**src/rtl/fpu_pkg.sv**
```systemverilog
// Shared binary32 definitions for the FPU execute units.
package fpu_pkg;

    localparam int          EXP_W  = 8;
    localparam int          FRAC_W = 23;
    localparam int          BIAS   = 127;
    localparam logic [31:0] QNAN   = 32'h7FC0_0000;

    typedef struct packed {
        logic              sign;
        logic [EXP_W-1:0]  exp;
        logic [FRAC_W-1:0] frac;
    } fp32_t;

    typedef struct packed {
        logic nan;
        logic inf;
        logic zero;
    } fp_class_t;

    // Denormals classify as zero: the FPU flushes them on input.
    function automatic fp_class_t classify(input fp32_t x);
        fp_class_t c;
        c.nan  = (x.exp == '1) && (x.frac != '0);
        c.inf  = (x.exp == '1) && (x.frac == '0);
        c.zero = (x.exp == '0);
        return c;
    endfunction

endpackage

```
**src/rtl/fp32_round_pack.sv**
```systemverilog
// Normalise a 48-bit significand product, round to nearest even and pack
// into binary32, resolving special cases and overflow/underflow.
module fp32_round_pack
    import fpu_pkg::*;
(
    input  logic              sign,
    input  logic signed [9:0] exp_sum,
    input  logic [47:0]       prod,
    input  logic              is_nan,
    input  logic              is_inf,
    input  logic              is_zero,
    output logic [31:0]       y_next
);

    logic [23:0]        mant;
    logic               guard;
    logic               sticky;
    logic [24:0]        rounded;
    logic signed [10:0] exp_fin;
    logic [FRAC_W-1:0]  frac;
    fp32_t              res;

    // NOTE: every variable gets a default at the top of always_comb so no
    // path through the branches below can infer a latch.
    always_comb begin
        exp_fin = {exp_sum[9], exp_sum};
        mant    = prod[46:23];
        guard   = prod[22];
        sticky  = |prod[21:0];
        if (prod[47]) begin
            mant    = prod[47:24];
            guard   = prod[23];
            sticky  = |prod[22:0];
            exp_fin = exp_fin + 11'sd1;
        end

        rounded = {1'b0, mant} + 25'(guard & (sticky | mant[0]));
        frac    = rounded[22:0];
        if (rounded[24]) begin
            frac    = rounded[23:1];
            exp_fin = exp_fin + 11'sd1;
        end

        res.sign = sign;
        res.exp  = exp_fin[7:0];
        res.frac = frac;

        if (is_nan)
            y_next = QNAN;
        else if (is_inf)
            y_next = {sign, 8'hFF, 23'h0};
        else if (is_zero)
            y_next = {sign, 31'h0};
        else if (exp_fin >= 11'sd255)
            y_next = {sign, 8'hFF, 23'h0};
        else if (exp_fin <= 11'sd0)
            y_next = {sign, 31'h0};
        else
            y_next = res;
    end

endmodule

```
**src/rtl/fmul_pipe.sv**
```systemverilog
// Two-stage pipelined binary32 multiplier: unpack/multiply, then round/pack
// into the y register. One result per clock, no handshake.
module fmul_pipe
    import fpu_pkg::*;
(
    input  logic [31:0] x1,
    input  logic [31:0] x2,
    output logic [31:0] y,
    input  logic        clk,
    input  logic        rstn
);

    fp32_t             a, b;
    fp_class_t         ca, cb;
    logic signed [9:0] exp_sum_c;
    logic [47:0]       prod_c;

    logic              s1_sign;
    logic signed [9:0] s1_exp;
    logic [47:0]       s1_prod;
    logic              s1_nan, s1_inf, s1_zero;
    logic [31:0]       y_next;

    assign a  = x1;
    assign b  = x2;
    assign ca = classify(a);
    assign cb = classify(b);

    assign exp_sum_c = $signed({2'b00, a.exp}) + $signed({2'b00, b.exp}) - 10'(BIAS);
    assign prod_c    = {1'b1, a.frac} * {1'b1, b.frac};

    // NOTE: rstn is active-high and synchronous; it clears every pipeline
    // register so in-flight operands are discarded, not just y.
    always_ff @(posedge clk) begin
        if (rstn) begin
            s1_sign <= 1'b0;
            s1_exp  <= '0;
            s1_prod <= '0;
            s1_nan  <= 1'b0;
            s1_inf  <= 1'b0;
            s1_zero <= 1'b0;
            y       <= '0;
        end else begin
            s1_sign <= a.sign ^ b.sign;
            s1_exp  <= exp_sum_c;
            s1_prod <= prod_c;
            // inf * 0 has no defined value, so it joins the NaN class here.
            s1_nan  <= ca.nan | cb.nan | (ca.inf & cb.zero) | (ca.zero & cb.inf);
            s1_inf  <= ca.inf | cb.inf;
            s1_zero <= ca.zero | cb.zero;
            y       <= y_next;
        end
    end

    fp32_round_pack u_round_pack (
        .sign    (s1_sign),
        .exp_sum (s1_exp),
        .prod    (s1_prod),
        .is_nan  (s1_nan),
        .is_inf  (s1_inf),
        .is_zero (s1_zero),
        .y_next  (y_next)
    );

endmodule

```
**config.mk**
```make
export PLATFORM = sky130hd
export DESIGN_NAME = fmul_pipe
export DESIGN_NICKNAME = d
export VERILOG_FILES = /design/src/rtl/fpu_pkg.sv /design/src/rtl/fp32_round_pack.sv /design/src/rtl/fmul_pipe.sv
export SDC_FILE = /design/constraint.sdc
export NUM_CORES = 2
export LEC_CHECK = 0
export CORE_MARGIN = 5
export CORE_UTILIZATION = 55
export CTS_CLUSTER_SIZE = 8
export DETAILED_ROUTE_END_ITERATION = 10
export PLACE_DENSITY = 0.73
export SLEW_MARGIN = 25
export SYNTH_ARGS = -nofsm -noshare
export SYNTH_HDL_FRONTEND = slang
export SYNTH_SLANG_ARGS = --single-unit
```
**constraint.sdc**
```tcl
create_clock -name clk -period 11 [get_ports clk]
set_input_delay 2.2 -clock clk [delete_from_list [all_inputs] [get_ports clk]]
set_output_delay 2.2 -clock clk [all_outputs]
set_load 0.05 [all_outputs]
```
==> metrics.cfg <==
[outcome]
outcome=finished clean

[setup_path]
end_kind=flip-flop
crit_family=adder cells
crit_path_start_kind=input port
max_stage_delay_ns=0.95
crit_slowest_cell=clkdlybuf4s50_1
path_max_fanout=25
critPathBufInv=6
crit_required_ns=11.23
arrival_ns=10.26
path_common_cell=fa_1
worstSetupPathType=input port to flip-flop
crit_chain=clkdlybuf4s50_1, and2_1, fa_1, fa_1, inv_1, fa_1, fa_1, inv_1, fa_1, fa_1, inv_1, fa_1, inv_1, ha_1, a21oi_1, o211ai_1, a22oi_1, a2111oi_0, buf_4, o32ai_1, o31ai_1, a21o_1, a221oi_1, mux2_2

[sta]
holdWs_ns=0.4705
slew_headroom_pct=29.26
max_freq_ghz=0.09969
slew_violations=0
setup_tns_ns=0
grt_setup_unrepaired=false
worst_slack_ns=0.9686
final.setup_skew_ns=0.005039
worst_slew_pin_slew_ns=1.058
hold_viol=0
period_needed_ns=10.03
period_share_pct=91.19
finalSetupViolations=0

[run]
cap_viol_max_count=0

[global_routing]
grt_max_degree=74
grt_pass1_vias=19730
grtUsageTotal_pct=28.55
grt_remaining_overflow=0
antenna_found_initial=0
grt_pass1_wl_um=106700

[finish]
drive_gt1_share_pct=4.390
fillers=3786
syn_to_final_growth_pct=8.358
layout.nets=3492

[cts]
cts.sinks=94
cts-resized-gates=0
clkLatencyLatePin_ns=0.34
cts_tree=done
cts_inserted_buffers=9
cts-root-buf=clkbuf_16
hold_buffers=0
ctsHtreeMaxLevel=3
cts.clk_slew.worst_paths_ns=0.06
post_cts_buffers=0
clockBufferDepth=2

[floorplanning]
die_x_um=218.0
boundaryPins=98
row_count=76
die_h_um=218.0
initial_core_util_pct=55.47
die-area_um2=47510
core_area_um2=42890

[route]
ant_nets=0
wl_per_cell_um=19.92
finalWirelength_um=66580
dr.pass1.iters=5
drc=0
vias=18460
drtIter0Drc=1551
vias_per_cell=5.522

[synthesis]
ys_types=78
synth_edf_count=0
yosysTopAreaCell=fa_1
synth_top_area_share_pct=40.65
ys_seq_elements=94
synthCells=2706
synth.top_cells.by_area=fa_1 41%, ha_1 10%, inv_1 9.4%
async_flop_share_pct=0
syn-mean-instance-area_um2=8.791
synth-seq-area-share_pct=7.911
ys_warn_count=0
yosys.cell_count.top_type=inv_1
syn_area_um2=23790
synth_ff_type=dfxtp_1
synth_nets=3446
synth_common_cells=595 x inv_1, 483 x fa_1, 328 x nand2_1

[place]
io_buffers=97
pre_cts_ws_ns=0.7136
place_hpwl_um=54710
place_congestion=1.016

[min_path]
hp-class=flip-flop to flip-flop

-- layout make-up --
cell class | count | area, um2 | area share (%)
multi-input combinational | 1888 | 19160 | 74.33
inverter | 599 | 2248 | 8.723
sequential | 94 | 1883 | 7.305
timing repair buffer | 160 | 1439 | 5.582
tap | 585 | 732.0 | 2.840
clock buffer | 9 | 225.2 | 0.8737
clock inverter | 6 | 87.58 | 0.3398
antenna | 1 | 2.502 | 0.009708
-- per-layer routing --
| layer | vias up | GRT usage [%] | part of all wire, % |
|---|---|---|---|
| li1 | 8258 | - | - |
| met1 | 9144 | 37.81 | 39 |
| met2 | 879 | 46.35 | 46 |
| met3 | 174 | 6.372 | 9.8 |
| met4 | 0 | 10.53 | 4.5 |
| met5 | - | 0 | 0 |
-- through the flow --
| stage | area (um2) | cells | utilization (%) |
|---|---|---|---|
| global route | 25770 | 3341 | 60.10 |
| detailed placement | 25460 | 3326 | 59.37 |
| CTS | 25770 | 3341 | 60.10 |
| floorplan | 23790 | 2706 | - |
| global placement | 25460 | 3326 | 59.37 |
| finish | 25780 | 3342 | 60.10 |
-- cells by family after synthesis --
logic type | share of synthesized area [%]
AND/OR/NAND/NOR | 18.61
buffers and inverters | 11.55
adder cells (fa/ha/maj) | 50.74
AO/OA/AOI/OAI | 6.391
flip-flops | 7.911
XOR/XNOR | 3.314
multiplexers | 1.483
-- layout by cell type, fill, tap and decap left out, drive strengths merged, types with 41 or more instances in the layout --
master	instances
a21oi	55
and2	237
buf	64
clkdlybuf4s50	96
dfxtp	94
fa	483
ha	191
inv	595
nand2	328
nor2	138
o21ai	41
xnor2	53
-- worst reg2reg max path: stages, from the launching register on --
cell       delay, ns
dfxtp_2         0.31
buf_4           0.61
mux2i_1         0.21
nor2b_1         0.15
ha_1            0.22
nand4_1         0.12
or4_1           0.63
nor4_4          0.58
mux2_2          0.40
and4_4          0.17
a211oi_4        0.24
o211ai_2        0.14
nand2b_4        0.34
a2111oi_2       0.31
-- sequential cells by signal, indices dropped and copies added, names as in the netlist --
name and flops:
s1_exp 10, s1_inf 1, s1_nan 1, s1_prod 48
s1_sign 1, s1_zero 1, y 32
-- path summary, 6_finish.rpt --
kind / start / end / slack [ns] / cells past startpoint
worst max register to register: s1_prod[47] / y[9] / 6.45 / 13
worst min-delay path: s1_sign / y[31] / 0.47 / 1
worst min register to register: s1_sign / y[31] / 0.47 / 1
worst max-delay path: x2[6] / s1_prod[46] / 0.97 / 24
Power is not shown: default switching activity piles up to over one toggle a cycle in this logic, so the estimate is an artifact.
==> patch: new RTL, config.mk and constraints unchanged <==
Take the reset off `s1_prod` and load it in a clocked block of its own.
--- a/src/rtl/fmul_pipe.sv
+++ b/src/rtl/fmul_pipe.sv
@@ -37,3 +37,2 @@
             s1_exp  <= '0;
-            s1_prod <= '0;
             s1_nan  <= 1'b0;
@@ -45,3 +44,2 @@
             s1_exp  <= exp_sum_c;
-            s1_prod <= prod_c;
             // inf * 0 has no defined value, so it joins the NaN class here.
@@ -52,2 +50,6 @@
         end
+    end
+
+    always_ff @(posedge clk) begin
+        s1_prod <= prod_c;
     end
Formal check against the unedited RTL: not equivalent (a bounded check fails within 4 cycles, from zero or initial values and one cycle with rstn high).
==> patch against the original RTL <==
  * Routed wire length decreased by 3.5%
  * Critical path depth unchanged
  * Setup slack better by 0.51 ns
  * Sequential cell count unchanged
  * Synthesized area down 1.7%
  * Design area fell by 1.8%
  * Largest cell class unchanged
  * Highest routed layer is now met5
Power is not shown: default switching activity piles up to over one toggle a cycle in this logic, so the estimate is an artifact.
==> patch: results (changes against the original RTL) <==
* Dpl cell area at 0.0250 sq mm (-1.8%)
* Number of fill cells at 3,657 (-3.4%)
* Status: finished, final reports clean
* WL/cell at 19.7 um (-0.91%)
* Initial antenna violation count at 1 (+1)
* Crit-path max FO at 13 (-48%)
* Critical path origin: x2[3]
* Mux contribution to synthesized area at 0.658% (-0.83 points)
* N_diodes at 0 (-1)
* Via count at 18,100 (-2.1%)
* Critical Path AT at 9.76 ns (-0.50 ns)
* CP Capture Point: s1_prod[46]$_DFF_P_
* Final Non-Filler Cells at 3,253 (-2.7%)
* Sequential-to-total area share from yosys stat at 8.04% (+0.13 points)
* DR pass1 iterations at 6 (+1)
* R2R cell count at 12 (-1)
* Vias in the first global route at 19,400 (-1.9%)
* Placed insts at 3,237 (-2.7%)
* Multi-input gate area at 0.0188 sq mm (-2.0%)
* Worst reg2reg startpoint: s1_prod[47]$_DFF_P_
* Post-synth cell types at 73 (-6.4%)
* Post-synth top cells: inv_1, fa_1, nand2_1, and2_1, ha_1
* Net Count, Synth at 3,403 (-1.2%)
* Worst-margin pin slew at 1.08 ns (+0.0216 ns)
* Synth Area in Adders at 51.5% (+0.80 points)
* Post-synthesis xor/xnor area fraction at 3.14% (-0.17 points)
* FF-to-FF setup slack at 6.55 ns (+0.10 ns)
* Placed wire-length estimate at 53.5 mm (-2.3%)
* Layout cell share with drive strength beyond 1 at 3.68% (-0.71 points)
* Worst hold margin at 0.457 ns (-0.0136 ns)
* R2R Path End: y[5]$_SDFF_PP0_
* Syn avg cell area at 8.79 sq um (about the same)
patch: area by class of cell:
| cell class | instances | area share, % |
|---|---|---|
| inverters | 601 | 8.91 |
| multi-input cells | 1848 | 74.2 |
| flip-flops and latches | 94 | 7.44 |
| well taps | 539 | 2.66 |
| clock inverters | 6 | 0.282 |
| repair buffers | 155 | 5.56 |
| clock buffers | 10 | 0.944 |
patch: kinds of logic (layout without fill, tap and decap cells):
kind of cell / Yosys count / after routing
muxes: 15 / 15
xor gates and xnor gates: 84 / 84
and+or+nand+nor: 836 / 836
DFF: 94 / 94
AOI/OAI and AO/OA: 239 / 239
buffers and inverters: 721 / 772
adders and majority gates: 674 / 674
patch: layer usage:
metal	vias to the layer above	wire length (um)	GRT usage (%)
li1	8174	-	-
met1	8935	26300	38.2
met2	808	29000	44.1
met3	143	6060	6.41
met4	2	2840	10.5
met5	-	7	0
